**src/rtl/arbiter_rr_nch.sv**
```systemverilog
// N-channel round-robin arbiter merging slave pixel streams into the processing FIFO.
// Bursts stay locked to one channel until last, MAX_BURST beats, or the channel goes idle.
module arbiter_rr_nch #(
    parameter int DW        = 32,
    parameter int N_SLV     = 2,
    parameter int PV_W      = 8,
    parameter int MAX_BURST = 16
) (
    input  logic                       clk,
    input  logic                       rst_n,
    input  logic [N_SLV-1:0]           slv_valid,
    input  logic [N_SLV-1:0]           slv_last,
    input  logic [2*N_SLV-1:0]         slv_mode,
    input  logic [DW*N_SLV-1:0]        slv_data,
    input  logic [PV_W*N_SLV-1:0]      slv_proc_val,
    output logic [N_SLV-1:0]           slv_ready,
    input  logic                       fifo_afull,
    input  logic                       mstr_cmplt,
    output logic                       fifo_wr_en,
    output logic [DW-1:0]              fifo_data,
    output logic [1:0]                 fifo_mode,
    output logic [PV_W-1:0]            fifo_proc_val,
    output logic [$clog2(N_SLV)-1:0]   grant_id,
    output logic                       busy
);

    localparam int IDW = $clog2(N_SLV);
    localparam int CW  = $clog2(MAX_BURST + 1);

    typedef enum logic [1:0] {
        IDLE  = 2'd0,
        GRANT = 2'd1,
        XFER  = 2'd2
    } state_t;

    state_t           state;
    state_t           state_nxt;
    logic [IDW-1:0]   rr_ptr;
    logic [CW-1:0]    beat_cnt;
    logic [1:0]       mode_lat;

    logic [N_SLV-1:0] req;
    logic             found;
    logic [IDW-1:0]   pick;
    logic [1:0]       pick_mode;

    logic             g_valid;
    logic             g_last;
    logic [1:0]       g_mode;
    logic [DW-1:0]    g_data;
    logic [PV_W-1:0]  g_pv;
    logic             ready_g;
    logic             accept;
    logic             abort;
    logic             burst_end;

    logic             wr_en_p1;
    logic [DW-1:0]    data_p1;
    logic [1:0]       mode_p1;
    logic [PV_W-1:0]  pv_p1;

    function automatic logic [IDW-1:0] wrap_idx(input logic [IDW-1:0] base, input int off);
        int s;
        s = int'(base) + off;
        if (s >= N_SLV) s = s - N_SLV;
        return IDW'(s);
    endfunction

    always_comb begin
        req = '0;
        for (int i = 0; i < N_SLV; i++) begin
            req[i] = slv_valid[i] & (slv_mode[2*i +: 2] != 2'd0);
        end
    end

    // Lowest offset from rr_ptr wins; scan downward so the nearest request overrides.
    always_comb begin
        pick  = '0;
        found = 1'b0;
        for (int k = N_SLV - 1; k >= 0; k--) begin
            if (req[wrap_idx(rr_ptr, k)]) begin
                pick  = wrap_idx(rr_ptr, k);
                found = 1'b1;
            end
        end
    end

    always_comb begin
        pick_mode = '0;
        g_valid   = 1'b0;
        g_last    = 1'b0;
        g_mode    = '0;
        g_data    = '0;
        g_pv      = '0;
        for (int i = 0; i < N_SLV; i++) begin
            if (pick == IDW'(i)) pick_mode = slv_mode[2*i +: 2];
            if (grant_id == IDW'(i)) begin
                g_valid = slv_valid[i];
                g_last  = slv_last[i];
                g_mode  = slv_mode[2*i +: 2];
                g_data  = slv_data[i*DW +: DW];
                g_pv    = slv_proc_val[i*PV_W +: PV_W];
            end
        end
    end

    // A channel dropping to mode 0 is not given ready; the burst aborts instead.
    assign abort     = (state == XFER) && (g_mode == 2'd0);
    assign ready_g   = (state == XFER) && !fifo_afull && !abort;
    assign accept    = ready_g && g_valid;
    assign burst_end = abort || (accept && (g_last || beat_cnt == CW'(MAX_BURST - 1)));

    always_comb begin
        slv_ready = '0;
        for (int i = 0; i < N_SLV; i++) begin
            if (ready_g && grant_id == IDW'(i)) slv_ready[i] = 1'b1;
        end
    end

    always_ff @(posedge clk or negedge rst_n) begin
        if (!rst_n) state <= IDLE;
        else        state <= state_nxt;
    end

    always_comb begin
        state_nxt = state;
        case (state)
            IDLE:    if (found && !mstr_cmplt) state_nxt = GRANT;
            GRANT:   state_nxt = XFER;
            XFER:    if (burst_end) state_nxt = IDLE;
            default: state_nxt = IDLE;
        endcase
    end

    always_ff @(posedge clk or negedge rst_n) begin
        if (!rst_n) begin
            rr_ptr   <= '0;
            grant_id <= '0;
            mode_lat <= '0;
            beat_cnt <= '0;
        end else begin
            if (state == IDLE && state_nxt == GRANT) begin
                grant_id <= pick;
                mode_lat <= pick_mode;
            end
            if (state == GRANT)  beat_cnt <= '0;
            else if (accept)     beat_cnt <= beat_cnt + 1'b1;
            if (state == XFER && burst_end) rr_ptr <= wrap_idx(grant_id, 1);
        end
    end

    // p1: registered FIFO write, one cycle after the accepted beat
    always_ff @(posedge clk or negedge rst_n) begin
        if (!rst_n) begin
            wr_en_p1 <= 1'b0;
            data_p1  <= '0;
            mode_p1  <= '0;
            pv_p1    <= '0;
        end else begin
            wr_en_p1 <= accept;
            if (accept) begin
                data_p1 <= g_data;
                mode_p1 <= mode_lat;
                pv_p1   <= g_pv;
            end
        end
    end

    assign fifo_wr_en    = wr_en_p1;
    assign fifo_data     = data_p1;
    assign fifo_mode     = mode_p1;
    assign fifo_proc_val = pv_p1;
    assign busy          = (state != IDLE);

endmodule

```
**config.mk**
```make
export PLATFORM = sky130hd
export DESIGN_NAME = arbiter_rr_nch
export DESIGN_NICKNAME = d
export VERILOG_FILES = /design/src/rtl/arbiter_rr_nch.sv
export SDC_FILE = /design/constraint.sdc
export NUM_CORES = 1
export LEC_CHECK = 0
export CORE_AREA = 5 5 91 93
export DETAILED_ROUTE_END_ITERATION = 7
export DIE_AREA = 0 0 96 98
export PLACE_DENSITY = 0.86
export SYNTH_ARGS = -nofsm -noshare
export SYNTH_HDL_FRONTEND = slang
export SYNTH_SLANG_ARGS = --single-unit
```
**constraint.sdc**
```tcl
create_clock -name clk -period 1.9 [get_ports clk]
set_clock_uncertainty 0.1 [all_clocks]
set_input_delay 0.38 -clock clk [delete_from_list [all_inputs] [get_ports clk]]
set_output_delay 0.38 -clock clk [all_outputs]
set_load 0.03 [all_outputs]
```
==> flow_metrics.py, run 1 <==
metrics = {
    "run_status": {
        "status": "finished, violations left",
        "violations": "setup timing",
    },
    "route": {
        "final_antenna_net_count": 0,
        "drc": 0,
        "routed_wl_um": 7780,
        "dr.first_iter.drc_count": 86,
        "vias": 2404,
        "wl_per_cell_um": 15.6,
        "viasPerCell": 4.82,
        "drtPass1Iterations": 4,
    },
    "setup_path": {
        "crit_family": "buffers and inverters",
        "required_ns": 1.42,
        "crit_slowest_cell": "clkdlybuf4s50_1",
        "crit_top_cell": "buf_4",
        "crit_path_max_incr_delay_ns": 0.51,
        "start_kind": "primary input",
        "crit_type": "primary input to output pin",
        "reg2reg_slack_ns": -0.12,
        "crit_chain": "clkdlybuf4s50_1 -> nor3_1 -> buf_4 -> buf_4 -> nor3_2 -> buf_4",
        "critPathCaptureType": "output pin",
        "path_buf_inv": 4,
        "arrival_ns": 1.57,
        "path_max_fanout": 3,
    },
    "clock_tree": {
        "cts_buffers": 5,
        "htreeDepth": 2,
        "clock_path_buffers": 2,
        "cts_root_buffer": "clkbuf_8",
        "tritoncts": "built",
        "cts_sinks": 54,
        "path_clk_slew_ns": 0.09,
        "worstSkewPairLatency_ns": 0.30,
    },
    "power_and_ir_drop": {
        "power_density_nw_per_um2": 1460,
        "p_leak_uw": 0.00189,
        "irDropWorstVdd_uv": 674,
    },
    "synth": {
        "synth_xor_area_frac": 0,
        "syn_inst": 235,
        "netlist-cell-type-count": 24,
        "synth_top_family_by_area": "multiplexers",
        "synth_compound_area_frac": 0.117,
        "syn_area_um2": 2510,
        "synthAdderAreaFrac": 0.00997,
        "synth-simple-area-share": 0.0992,
        "ys_ff_latch": 54,
        "muxShareOfSynthArea": 0.205,
        "syn_nets": 329,
        "syn-mean-instance-area_um2": 10.7,
        "yosysWarnings": 0,
        "yosysSeqAreaShare": 0.538,
    },
    "sta": {
        "layout_min_cycle_time_ns": 2.05,
        "drv_slew": 0,
        "finalHoldViolCount": 0,
        "max_slew_margin": 0.710,
        "rsz0062_at_grt": "true",
        "max_freq_mhz": 487,
        "worst_slew_pin_slew_ns": 0.434,
        "setup_slack_ns": -0.153,
        "min_period_over_period": 1.08,
        "hold_slack_ns": 0.401,
        "setup_viol": 50,
    },
    "final_layout": {
        "syn_to_final_growth_pct": 80.3,
        "antenna-diode-count": 0,
        "fillCellCount": 631,
        "final_common_cell": "clkdlybuf4s50_1",
        "finalNonFillerCells": 499,
        "multi_input_area_um2": 1190,
        "nNetsFinal": 490,
        "layout.area.seq_um2": 1350,
        "final_cell_mix": "clkdlybuf4s50_1 (131), dfrtp_1 (53), mux2i_1 (48), nor2_1 (43), a21oi_1 (25)",
        "drive_above_1_share": 0.176,
    },
    "floorplan": {
        "die-area_um2": 9410,
        "fp.dieH_um": 98,
        "rows": 32,
        "initial_core_util": 0.337,
        "ioPinCount": 139,
        "core_um2": 7450,
        "die-width_um": 96,
    },
    "grt": {
        "grt.total_usage": 0.161,
        "grtUsageMet2": 0.280,
        "overflow": 0,
        "grt_start_max_net_pins": 55,
        "antenna_found_initial": 0,
        "grtUsageMet1": 0.179,
        "grt_busiest_layer": "met2",
        "use_met3": 0.0639,
        "grt_pass1_vias": 2595,
        "grt_pass1_wl_um": 12100,
    },
    "placed_design": {
        "dp_cells": 479,
        "dp_hpwl_um": 5370,
        "place_congestion": 0.786,
        "port_buffers": 138,
    },
    "flow_run": {
        "maxCapViolations": 0,
    },
    "min_path": {
        "min_path_type": "flop to flop",
    },
}
[cells in the mapped netlist]
master | number | area (um2)
buf_2 | 8 | 40.0
inv_1 | 2 | 7.51
nand4_1 | 1 | 6.26
clkbuf_1 | 3 | 11.3
mux2i_1 | 48 | 480
nand2_1 | 7 | 26.3
ha_1 | 2 | 25.0
o21ai_0 | 4 | 20.0
o21bai_1 | 1 | 7.51
nor2_1 | 43 | 161
dfrtp_1 | 54 | 1350
buf_4 | 2 | 15.0
mux2_2 | 3 | 33.8
nand2b_1 | 2 | 12.5
nor3_1 | 3 | 15.0
nor2b_1 | 1 | 6.26
and3_1 | 1 | 6.26
a2111oi_4 | 1 | 27.5
or3b_1 | 1 | 8.76
a211oi_1 | 2 | 15.0
or2_2 | 1 | 6.26
buf_1 | 1 | 3.75
o32ai_1 | 1 | 8.76
a21oi_1 | 43 | 215
[cells by family after synthesis]
group           count (synthesis)
compound gates                 52
fa+ha+maj                       2
buf+inv                        16
flops                          54
mux                            51
simple gates                   60
[what timing repair did]
item,CTS,global route
gates cloned,5,0
setup buffers,5,3
pin swaps,2,2
hold buffers,1,0
setup endpoints to repair,11,53
resized for setup,8,36
endpoints found under the hold margin,54,0
[power breakdown]
part           switching (uW)  internal (uW)
combinational            2130           1800
sequential                327           1680
clock                     364            295
total                    2820           3770
[state kept, by name, indices dropped and copies added, names as in the netlist]
name,cells
fifo_data,32
rr_ptr,1
mode_lat,2
fifo_mode,2
fifo_proc_val,8
grant_id,1
fifo_wr_en,1
beat_cnt,5
state,2
[metrics by stage]
| step | utilization | power (uW) | instance area (um2) | setup TNS (ns) | worst slack, ns |
|---|---|---|---|---|---|
| floorplan | - | 4090 | 2520 | -0.118 | -0.118 |
| detailed placement | 0.553 | 5640 | 4120 | -15.45 | -0.346 |
| finish | 0.608 | 6600 | 4530 | -2.78 | -0.153 |
| global route | 0.608 | 6990 | 4530 | -6.24 | -0.191 |
| global placement | 0.553 | 5530 | 4120 | -13.61 | -0.322 |
| CTS | 0.596 | 6480 | 4440 | -3.59 | -0.163 |
[routing by layer]
layer / up-vias / part of all wire
li1: 1140 / -
met2: 99 / 0.50
met5: - / 0
met1: 1155 / 0.39
met4: 0 / 0.013
met3: 10 / 0.098
[final timing paths]
path,depth (start not counted),end,from
max reg2reg,8,fifo_data[30]$_DFFE_PN0P_,state[0]$_DFF_PN0_
min reg2reg,1,beat_cnt[3]$_DFFE_PN0P_,beat_cnt[3]$_DFFE_PN0P_
max,6,slv_ready[0],slv_mode[0]
min,1,beat_cnt[3]$_DFFE_PN0P_,beat_cnt[3]$_DFFE_PN0P_
max in group asynchronous,3,fifo_data[0]$_DFFE_PN0P_,rst_n
min in group asynchronous,3,fifo_data[17]$_DFFE_PN0P_,rst_n
[layout make-up]
cell class / count / area share
repair buffers: 168 / 0.389
flip-flops and latches: 54 / 0.299
multi-input cells: 165 / 0.262
well taps: 102 / 0.0282
clock buffers: 7 / 0.0191
inverters: 2 / 0.00166
clock inverters: 1 / 0.00111
Power figures use the tool's default switching activity.
==> inputs of run 2 (changes only) <==
- ABC_CLOCK_PERIOD_IN_PS: not set -> 1900
==> results of run 2 <==
The final DEF is identical to that of run 1; final timing and power are the same.
